<file path="config.mk">
export PLATFORM = sky130hd
export DESIGN_NAME = micro_sequencer
export DESIGN_NICKNAME = d
export VERILOG_FILES = /design/src/rtl/micro_sequencer.sv
export SDC_FILE = /design/constraint.sdc
export NUM_CORES = 1
export LEC_CHECK = 0
export BUFFER_PORTS_ARGS = -buffer_cell sky130_fd_sc_hd__buf_2
export CAP_MARGIN = 20
export CORE_AREA = 3 3 40 42
export DETAILED_ROUTE_END_ITERATION = 10
export DIE_AREA = 0 0 43 45
export HOLD_SLACK_MARGIN = 0.1
export PLACE_DENSITY = 0.71
export SYNTH_ARGS = -nofsm -noshare
export SYNTH_HDL_FRONTEND = slang
export SYNTH_SLANG_ARGS = --single-unit
</file>
<file path="constraint.sdc">
create_clock -name clk_i -period 1.55 [get_ports clk_i]
set_clock_uncertainty 0.05 [all_clocks]
set_input_delay 0 -clock clk_i [delete_from_list [all_inputs] [get_ports clk_i]]
set_output_delay 0 -clock clk_i [all_outputs]
set_load 0.05 [all_outputs]
</file>
<file path="src/rtl/micro_sequencer.sv">
// Microprogrammed control sequencer: micro-PC, microcode ROM, two dispatch ROMs, optional return
// stack. Define MSEQ_STACK_EN to build the CALL/RET return stack and its sticky error flags.
module micro_sequencer #(
   parameter int unsigned UADDR_W     = 6,
   parameter int unsigned CW_W        = 16,
   parameter int unsigned KEY_W       = 6,
   parameter int unsigned NCOND       = 4,
   parameter int unsigned STACK_DEPTH = 4,
   parameter int unsigned RESET_UADDR = 0,
   // Flattened ROM images; entry i lives at [i*W +: W]. Microword = {ctrl, seq, csel, target}.
   parameter logic [(2**UADDR_W)*(CW_W+3+((NCOND > 1) ? $clog2(NCOND) : 1)+UADDR_W)-1:0]
      UCODE_IMG = '0,
   parameter logic [(2**KEY_W)*UADDR_W-1:0] DISP0_IMG = '0,
   parameter logic [(2**KEY_W)*UADDR_W-1:0] DISP1_IMG = '0
) (
   input  logic                                 clk_i,
   input  logic                                 rst_ni,
   input  logic                                 stall_i,
   input  logic [KEY_W-1:0]                     dispatch_key_i,
   input  logic [NCOND-1:0]                     cond_i,
   output logic [CW_W-1:0]                      ctrl_o,
   output logic [UADDR_W-1:0]                   upc_o,
   output logic [$clog2(STACK_DEPTH+1)-1:0]     sp_o,
   output logic                                 stk_ovf_o,
   output logic                                 stk_unf_o
);

   localparam int unsigned CSEL_W  = (NCOND > 1) ? $clog2(NCOND) : 1;
   localparam int unsigned UWORD_W = CW_W + 3 + CSEL_W + UADDR_W;
   localparam int unsigned CPAD_W  = 2**CSEL_W;
   localparam logic [UADDR_W-1:0] RST_UADDR = UADDR_W'(RESET_UADDR);

   typedef enum logic [2:0] {
      SeqNext, SeqJump, SeqDisp0, SeqDisp1, SeqCbr, SeqCall, SeqRet, SeqFetch
   } seq_e;

   logic [UADDR_W-1:0] upc_q, upc_d, upc_inc;
   logic [UWORD_W-1:0] uword;
   logic [CW_W-1:0]    uw_ctrl;
   logic [2:0]         uw_seq_raw;
   seq_e               uw_seq;
   logic [CSEL_W-1:0]  uw_csel;
   logic [UADDR_W-1:0] uw_target;
   logic [CPAD_W-1:0]  cond_pad;
   logic               cond_hit;
   logic [UADDR_W-1:0] disp0_addr, disp1_addr;

   assign uword = UCODE_IMG[upc_q*UWORD_W +: UWORD_W];
   assign {uw_ctrl, uw_seq_raw, uw_csel, uw_target} = uword;
   assign uw_seq     = seq_e'(uw_seq_raw);
   assign upc_inc    = upc_q + UADDR_W'(1);
   assign disp0_addr = DISP0_IMG[dispatch_key_i*UADDR_W +: UADDR_W];
   assign disp1_addr = DISP1_IMG[dispatch_key_i*UADDR_W +: UADDR_W];

   // Selects beyond NCOND read as 0 via zero padding.
   always_comb begin
      cond_pad = '0;
      cond_pad[NCOND-1:0] = cond_i;
   end
   assign cond_hit = cond_pad[uw_csel];

   assign ctrl_o = stall_i ? '0 : uw_ctrl;
   assign upc_o  = upc_q;

`ifdef MSEQ_STACK_EN
   localparam int unsigned SP_W    = $clog2(STACK_DEPTH + 1);
   localparam int unsigned STKIX_W = (STACK_DEPTH > 1) ? $clog2(STACK_DEPTH) : 1;

   logic [UADDR_W-1:0] stack_q [STACK_DEPTH];
   logic [SP_W-1:0]    sp_q, sp_d;
   logic               ovf_q, ovf_d, unf_q, unf_d;
   logic               push;
   logic [STKIX_W-1:0] push_idx, pop_idx;

   assign push_idx = STKIX_W'(sp_q);
   assign pop_idx  = STKIX_W'(sp_q - SP_W'(1));

   always_comb begin
      upc_d = upc_q;
      sp_d  = sp_q;
      ovf_d = ovf_q;
      unf_d = unf_q;
      push  = 1'b0;
      if (!stall_i) begin
         unique case (uw_seq)
            SeqNext:  upc_d = upc_inc;
            SeqJump:  upc_d = uw_target;
            SeqDisp0: upc_d = disp0_addr;
            SeqDisp1: upc_d = disp1_addr;
            SeqCbr:   upc_d = cond_hit ? uw_target : upc_inc;
            SeqCall: begin
               upc_d = uw_target;
               if (sp_q == SP_W'(STACK_DEPTH)) begin
                  ovf_d = 1'b1;
               end else begin
                  push = 1'b1;
                  sp_d = sp_q + SP_W'(1);
               end
            end
            SeqRet: begin
               if (sp_q == '0) begin
                  upc_d = RST_UADDR;
                  unf_d = 1'b1;
               end else begin
                  upc_d = stack_q[pop_idx];
                  sp_d  = sp_q - SP_W'(1);
               end
            end
            SeqFetch: upc_d = RST_UADDR;
         endcase
      end
   end

   always_ff @(posedge clk_i or negedge rst_ni) begin
      if (!rst_ni) begin
         upc_q <= RST_UADDR;
         sp_q  <= '0;
         ovf_q <= 1'b0;
         unf_q <= 1'b0;
      end else begin
         upc_q <= upc_d;
         sp_q  <= sp_d;
         ovf_q <= ovf_d;
         unf_q <= unf_d;
      end
   end

   // Stack contents are don't-care after reset, so no reset term here.
   always_ff @(posedge clk_i) begin
      if (push) begin
         stack_q[push_idx] <= upc_inc;
      end
   end

   assign sp_o      = sp_q;
   assign stk_ovf_o = ovf_q;
   assign stk_unf_o = unf_q;
`else
   always_comb begin
      upc_d = upc_q;
      if (!stall_i) begin
         unique case (uw_seq)
            SeqNext:  upc_d = upc_inc;
            SeqJump:  upc_d = uw_target;
            SeqDisp0: upc_d = disp0_addr;
            SeqDisp1: upc_d = disp1_addr;
            SeqCbr:   upc_d = cond_hit ? uw_target : upc_inc;
            SeqCall:  upc_d = uw_target;
            SeqRet:   upc_d = RST_UADDR;
            SeqFetch: upc_d = RST_UADDR;
         endcase
      end
   end

   always_ff @(posedge clk_i or negedge rst_ni) begin
      if (!rst_ni) begin
         upc_q <= RST_UADDR;
      end else begin
         upc_q <= upc_d;
      end
   end

   assign sp_o      = '0;
   assign stk_ovf_o = 1'b0;
   assign stk_unf_o = 1'b0;
`endif

endmodule

</file>
==> results of run 1 <==
-- layer usage --
metal  GRT usage, %  up-vias  share of wire [%]
met1           5.91      114                 36
met5              0        -                  0
met3           7.17        3                 20
li1               -      109                  -
met4           5.42        0                2.0
met2           8.38       23                 41
-- timing repair --
action	in CTS	in global routing
buffers inserted	0	0
hold endpoints to repair	10	0
resized for setup	0	0
hold buffers	3	0
-- synth_stat cells --
cell / n / area (um2)
and4b_1: 1 / 10.0
conb_1: 1 / 3.75
buf_4: 21 / 158
nand3_1: 1 / 5.00
mux2_2: 1 / 11.3
dfrtp_1: 6 / 150
nand2b_1: 1 / 6.26
xor2_1: 1 / 8.76
ha_1: 1 / 12.5
xnor2_1: 4 / 35.0
nand4b_1: 1 / 8.76
-- report_power, final --
part / switching (uW) / leakage [uW] / internal, uW / total (uW)
Clock: 56.1 / 0.0000138 / 87.5 / 144
Sequential: 73.7 / 0.0000720 / 236 / 310
Combinational: 459 / 0.000149 / 136 / 595
-- worst max-delay path by stage --
| stage | start | to | slack (ns) | depth (start not counted) |
|---|---|---|---|---|
| 2_1_floorplan | upc_o[0] | upc_o[5] | 0.16 | 3 |
| 3_3_place_gp | upc_o[0] | upc_o[1] | 0.44 | 2 |
| 3_5_place_dp | upc_o[0] | upc_o[1] | 0.43 | 2 |
| 4_1_cts | upc_o[0] | upc_o[1] | 0.42 | 2 |
| 5_1_grt | upc_o[0] | upc_o[1] | 0.38 | 2 |
| 6_report | stall_i | upc_o[5] | 0.42 | 5 |
-- logic make-up after synthesis --
family / share of synthesized area [%]
xor+xnor: 10.7
flops: 36.7
mux: 2.75
fa+ha+maj: 3.06
simple gates: 7.34
buf+inv: 38.5
other cells: 0.917
-- final cells by class --
cell class / instances / area [um2] / share of cell area (%)
Timing Repair Buffer: 11 / 70.1 / 16.0
Sequential cell: 6 / 150 / 34.3
Multi-Input combinational cell: 32 / 176 / 40.3
Clock buffer: 3 / 22.5 / 5.14
Tap cell: 15 / 18.8 / 4.29
-- per-stage QoR --
stage / cells / utilization [%] / area [um2] / setup WS (ns)
2_1_floorplan: 59 / - / 484 / 0.164
4_1_cts: 67 / 34.1 / 438 / 0.422
6_report: 67 / 34.1 / 438 / 0.422
3_5_place_dp: 61 / 30.0 / 385 / 0.428
5_1_grt: 67 / 34.1 / 438 / 0.382
3_3_place_gp: 61 / 30.0 / 385 / 0.439
==> summary.txt, run 1 <==
Worst setup path
  – Crit Reg-Reg Endpoint: upc_o[1]
  – CP Cell Sequence: dlygate4sd3_1 > buf_2 > and4b_1 > nand3_1 > xnor2_1
  – WP data arrival: 1.21 ns
  – Crit Path Category: primary input to flip-flop
  – Worst r2r src: upc_o[0]
  – CP max stage cell: dlygate4sd3_1
  – Setup crit start kind: primary input
  – Worst path top cell family by delay: buffers and inverters
  – Max incr delay on CP: ~0.54 ns
  – Flop2flop setup slack: 0.43 ns
  – CP max FO: 5
  – CP required: 1.63 ns
  – Worst reg2reg path depth: 2
  – Category of the worst setup path capture point: flip-flop
  – Buf+Inv Stages, Crit Path: 2

Pwr
  – Leak: roughly 0.00024 uW
  – Pwr dens: 2400 mW/mm2
  – Overall power: 1050 uW
  – Peak VDD IR: 1.09 mV

Timing
  – Fin Hold WS: approximately 0.41 ns
  – Period utilization: 72.8%
  – Slew Viols, Final: 0
  – Final hold viol count: 0
  – Total negative slack: 0 ns
  – Peak Freq: 0.886 GHz
  – Post-layout min period: 1.13 ns
  – RSZ-0062 raised after global routing: no
  – Final setup violation count: 0

Drt
  – Via Count: 249
  – Per-cell routed wire length: 8.33 um
  – Routed Antenna Nets: 0
  – DRC: 0
  – Router iterations before antenna repair: 3
  – Starting DRT DRC Count: 1
  – Vias per cell: 3.72
  – WL final: 558 um

Synthesis
  – Register area share after synthesis: 36.7%
  – Cell area after synthesis: 409 um2
  – Synth Instances: 39
  – Synth unique cells: 11
  – Post-Syn Area per Cell: 10.5 um2
  – Synth Warn #: 0
  – Yosys reg bits: 6

Clock network
  – Root Buffer: clkbuf_4
  – Clk_lat worst skew: 0.25 ns
  – Clock Sinks: 6
  – CTS tree: built
  – Worst-path clk slew: ~0.040 ns
  – # H-tree levels: 1
  – Longest Clk Path Bufs: 2
  – Clock buffers created by TritonCTS: 3

Finish
  – Antenna cells: 0
  – Area grow syn2layout: 7.03%
  – Layout Nets: between 60 and 70
  – Max reg flops: 6
  – Fraction of layout cells with a size suffix above 1: a little under a quarter
  – Most common cell after layout, fill and taps aside: conb_1
  – Most frequent cells in the layout: 21 x conb_1, 8 x buf_2, 6 x dfrtp_1
  – Fillers: between 100 and 150

Placed design
  – Hpwl dp: 439 um
  – GPL Wtd Cong: approximately 0.68
  – # port buffers: 8

Status
  – Status: finished, final reports clean

GRT
  – Remaining global-route overflow: 0
  – Vias in the first global route: 193
  – Largest net degree at the start of global routing: 7
  – GRT Total Usage: 6.63%
  – Antenna violations before repair: 0
  – Wire length of the first global-routing pass: 793 um

Min path
  – Worst Hold Path Cells: 1
  – HP Class: flip-flop to flip-flop
  – Hold EP: upc_o[5]
  – Hold Path Origin: upc_o[5]

Flow run
  – # Max-Cap Violations: 0

Floorplan
  – Die area: 0.00194 mm2
  – FP Rows: 13
  – Die H: approximately 45 um
  – Initial core utilization: 31.8%
  – Core ar.: 0.00128 mm2
  – Die W: ~43 um
  – I/O pins: 40
Power figures use the tool's default switching activity.
==> run 2: changes to the inputs <==
==> config.mk (replaced) <==
export PLATFORM = sky130hd
export DESIGN_NAME = micro_sequencer
export DESIGN_NICKNAME = d
export VERILOG_FILES = /design/src/rtl/micro_sequencer.sv
export SDC_FILE = /design/constraint.sdc
export NUM_CORES = 1
export LEC_CHECK = 0
export ABC_AREA = 1
export BUFFER_PORTS_ARGS = -buffer_cell sky130_fd_sc_hd__buf_2
export CAP_MARGIN = 20
export CORE_MARGIN = 3
export CORE_UTILIZATION = 32
export DETAILED_ROUTE_END_ITERATION = 10
export HOLD_SLACK_MARGIN = 0.1
export PLACE_DENSITY = 0.73
export SYNTH_ARGS = -nofsm -noshare
export SYNTH_HDL_FRONTEND = slang
export SYNTH_SLANG_ARGS = --single-unit
==> constraint.sdc (replaced) <==
create_clock -name clk_i -period 1 [get_ports clk_i]
set_clock_uncertainty 0.05 [all_clocks]
set_input_delay 0 -clock clk_i [delete_from_list [all_inputs] [get_ports clk_i]]
set_output_delay 0 -clock clk_i [all_outputs]
set_load 0.05 [all_outputs]
==> run 2 against run 1 <==
  * The run now ends with setup timing left
  * Synthesized cell count increased by 46%
  * Sequential power increased by 73%
  * Sequential share of layout area decreased by 6.8 points
  * Hold slack got worse by 0.35 ns
  * Setup slack got worse by 0.44 ns
  * Die area about the same
==> summary.txt, run 2 <==
Drt
  – Met1 Routed Length: 293 um (+45%)
  – Met3 Routed Length: 75 um (-33%)
  – WL final: 741 um (+33%)
  – Router iterations before antenna repair: 3 (unchanged)
  – Routed Antenna Nets: 0 (unchanged)
  – Starting DRT DRC Count: 1 (unchanged)
  – DRC: 0 (unchanged)
  – Vias per cell: 3.66 (-1.4%)
  – Per-cell routed wire length: 8.33 um (about the same)
  – Highest routed metal layer: met3
  – Met2 wire length: 371 um (+61%)
  – Via Count: 326 (+31%)

GRT
  – Wire length of the first global-routing pass: 1030 um (+30%)
  – Vias in the first global route: 267 (+38%)
  – Antenna violations before repair: 0 (unchanged)
  – Remaining global-route overflow: 0 (unchanged)
  – GRT Total Usage: 7.78% (+1.1 points)
  – Largest net degree at the start of global routing: 7 (unchanged)

Timing
  – Final hold viol count: 0 (unchanged)
  – Post-layout min period: 1.02 ns
  – Final setup violation count: 2 (+2)
  – Slew Viols, Final: 0 (unchanged)
  – RSZ-0062 raised after global routing: yes
  – Period utilization: 102%
  – Peak Freq: 0.977 GHz
  – Final Worst Setup Slack: -0.0232 ns (-0.445 ns)

Status
  – Status: finished with violations
  – Failing checks: setup timing

Finish
  – Area grow syn2layout: 23.3%
  – Antenna cells: 0 (unchanged)
  – Max reg flops: 6 (unchanged)
  – Post-Layout Cell Count: 89 (+33%)
  – Fraction of layout cells with a size suffix above 1: 32.4% (+9.4 points)
  – Most common cell after layout, fill and taps aside: conb_1
  – Post-route cell area: 569 um2 (+30%)
  – Layout Nets: 89 (+31%)
  – Most frequent cells in the layout: 21 x conb_1, 12 x nand2_1, 5 x inv_1, 5 x buf_2, 5 x dfrtp_2

Synthesis
  – Leading register cell type out of synthesis: dfrtp_1
  – EDFF count, synth: 0 (unchanged)
  – Most frequent cells after synthesis: 21 x buf_4, 12 x nand2_1, 6 x dfrtp_1, 6 x inv_1
  – Most frequent cell after synthesis: buf_4
  – Post-synthesis async set-or-reset flop share: 100% (unchanged)
  – Synth unique cells: 12 (+1)
  – Synth Warn #: 0 (unchanged)
  – Post-synth top area share: 34.1% (-4.4 points)
  – Post-Syn Area per Cell: 8.10 um2 (-23%)
  – Yosys reg bits: 6 (unchanged)
  – Synth area leaders: buf_4 34%, dfrtp_1 33%, nand2_1 9.8%
  – Synth Instances: 57 (+46%)
  – Register area share after synthesis: 32.5% (-4.2 points)
  – Cell area after synthesis: 462 um2 (+13%)
  – Area leader, netlist: buf_4

Pwr
  – Pwr dens: 3650 mW/mm2 (+53%)
  – Peak VDD IR: 1.71 mV (+57%)
  – Leak: 0.000303 uW (+29%)

Floorplan
  – Core ar.: 0.00133 mm2 (+3.8%)
  – Die W: 44.0 um (+2.3%)
  – Initial core utilization: 34.6% (+2.8 points)
  – Die area: 0.00193 mm2 (about the same)
  – I/O pins: 40 (unchanged)
  – FP Rows: 13 (unchanged)
  – Die H: 44.0 um (-2.3%)

Worst setup path
  – Crit Reg-Reg Endpoint: upc_o[2]
  – CP required: 1.09 ns (-0.54 ns)
  – Flop2flop setup slack: -0.02 ns (-0.45 ns)
  – Worst reg2reg path depth: 5 (+3)
  – WP data arrival: 1.11 ns (-0.10 ns)
  – Crit. Startpoint: upc_o[0]
  – CP max FO: 3 (-2)
  – Worst r2r src: upc_o[0]
  – Category of the worst setup path capture point: flip-flop
  – Crit Path Category: flip-flop to flip-flop
  – Setup crit end: upc_o[2]
  – Setup crit start kind: flip-flop

Clock network
  – Root Buffer: clkbuf_4
  – Clock Sinks: 6 (unchanged)
  – Clock buffers created by TritonCTS: 3 (unchanged)
  – Clk_lat worst skew: 0.25 ns (about the same)
  – CTS tree: built
  – Longest Clk Path Bufs: 2 (unchanged)
  – Worst-path clk slew: 0.05 ns (about the same)
  – # H-tree levels: 1 (unchanged)

Placed design
  – Inst Count DP: 81 (+33%)
  – Hpwl dp: 554 um (+26%)
  – Setup Slack @ Placement: -0.0236 ns (-0.451 ns)
  – # port buffers: 8 (unchanged)
  – GPL Wtd Cong: 0.686 (+1.1%)
  – Area after DPL: 474 um2 (+23%)

Flow run
  – # Max-Cap Violations: 0 (unchanged)

Min path
  – HP Class: primary input to flip-flop
run 2: final cells by class:
cell class / count / area (um2)
clock buffer: 4 / 26.3
fill: 147 / 764
inverter: 6 / 22.5
multi-input combinational: 44 / 226
sequential: 6 / 156
tap: 15 / 18.8
timing repair buffer: 14 / 119
run 2: layer usage:
layer | GRT usage (%) | vias up
met3 | 6.22 | 0
met1 | 8.06 | 146
met4 | 1.81 | 0
met5 | 0 | -
li1 | - | 164
met2 | 12.2 | 16
run 2: power breakdown:
| group | total (uW) | switching (uW) | internal, uW |
|---|---|---|---|
| logic | 1300 | 870 | 433 |
| clock network | 240 | 89.3 | 151 |
| registers | 537 | 152 | 385 |
| total | 2080 | 1110 | 970 |
run 2: worst min-delay path by stage:
stage                 start        to  slack [ns]  cells past startpoint
floorplan            rst_ni  upc_o[0]       -0.35                      0
global placement     rst_ni  upc_o[2]       -0.22                      1
detailed placement   rst_ni  upc_o[4]       -0.22                      1
CTS                 stall_i  upc_o[0]       -0.04                      2
global route        stall_i  upc_o[2]        0.09                      4
finish              stall_i  upc_o[4]        0.07                      5
run 2: per-stage QoR:
| step | total power [uW] | utilization, % | setup TNS (ns) | hold WS [ns] |
|---|---|---|---|---|
| detailed placement | 1680 | 35.6 | -0.0423 | -0.215 |
| floorplan | 1480 | - | -0.626 | -0.346 |
| global route | 2220 | 42.7 | -0.282 | 0.0915 |
| global placement | 1640 | 35.6 | -0.00683 | -0.220 |
| finish | 2080 | 42.7 | -0.0272 | 0.0663 |
| CTS | 2070 | 41.1 | -0.0341 | -0.0380 |
run 2: what timing repair did:
| item | 4_1_cts | 5_1_grt |
|---|---|---|
| hold buffers | 2 | 1 |
| endpoints found under the setup margin | 4 | 8 |
| gates resized for setup | 6 | 3 |
| pin swaps | 1 | 0 |
| setup buffers | 1 | 0 |
| endpoints found under the hold margin | 11 | 2 |
run 2: worst max-delay path, stage by stage, from the launching register on:
cell and delay [ns]:
dfrtp_2 0.43, ha_4 0.17, inv_2 0.06, nor2_4 0.03, xnor2_1 0.12, inv_1 0.06
run 2: kinds of logic after synthesis:
| family | Yosys count | share of synthesized area [%] |
|---|---|---|
| buffers and inverters | 27 | 39.0 |
| AND/OR/NAND/NOR | 20 | 21.1 |
| flip-flops | 6 | 32.5 |
| XOR/XNOR | 2 | 3.79 |
| adder cells (fa/ha/maj) | 1 | 2.71 |
| other | 1 | 0.812 |
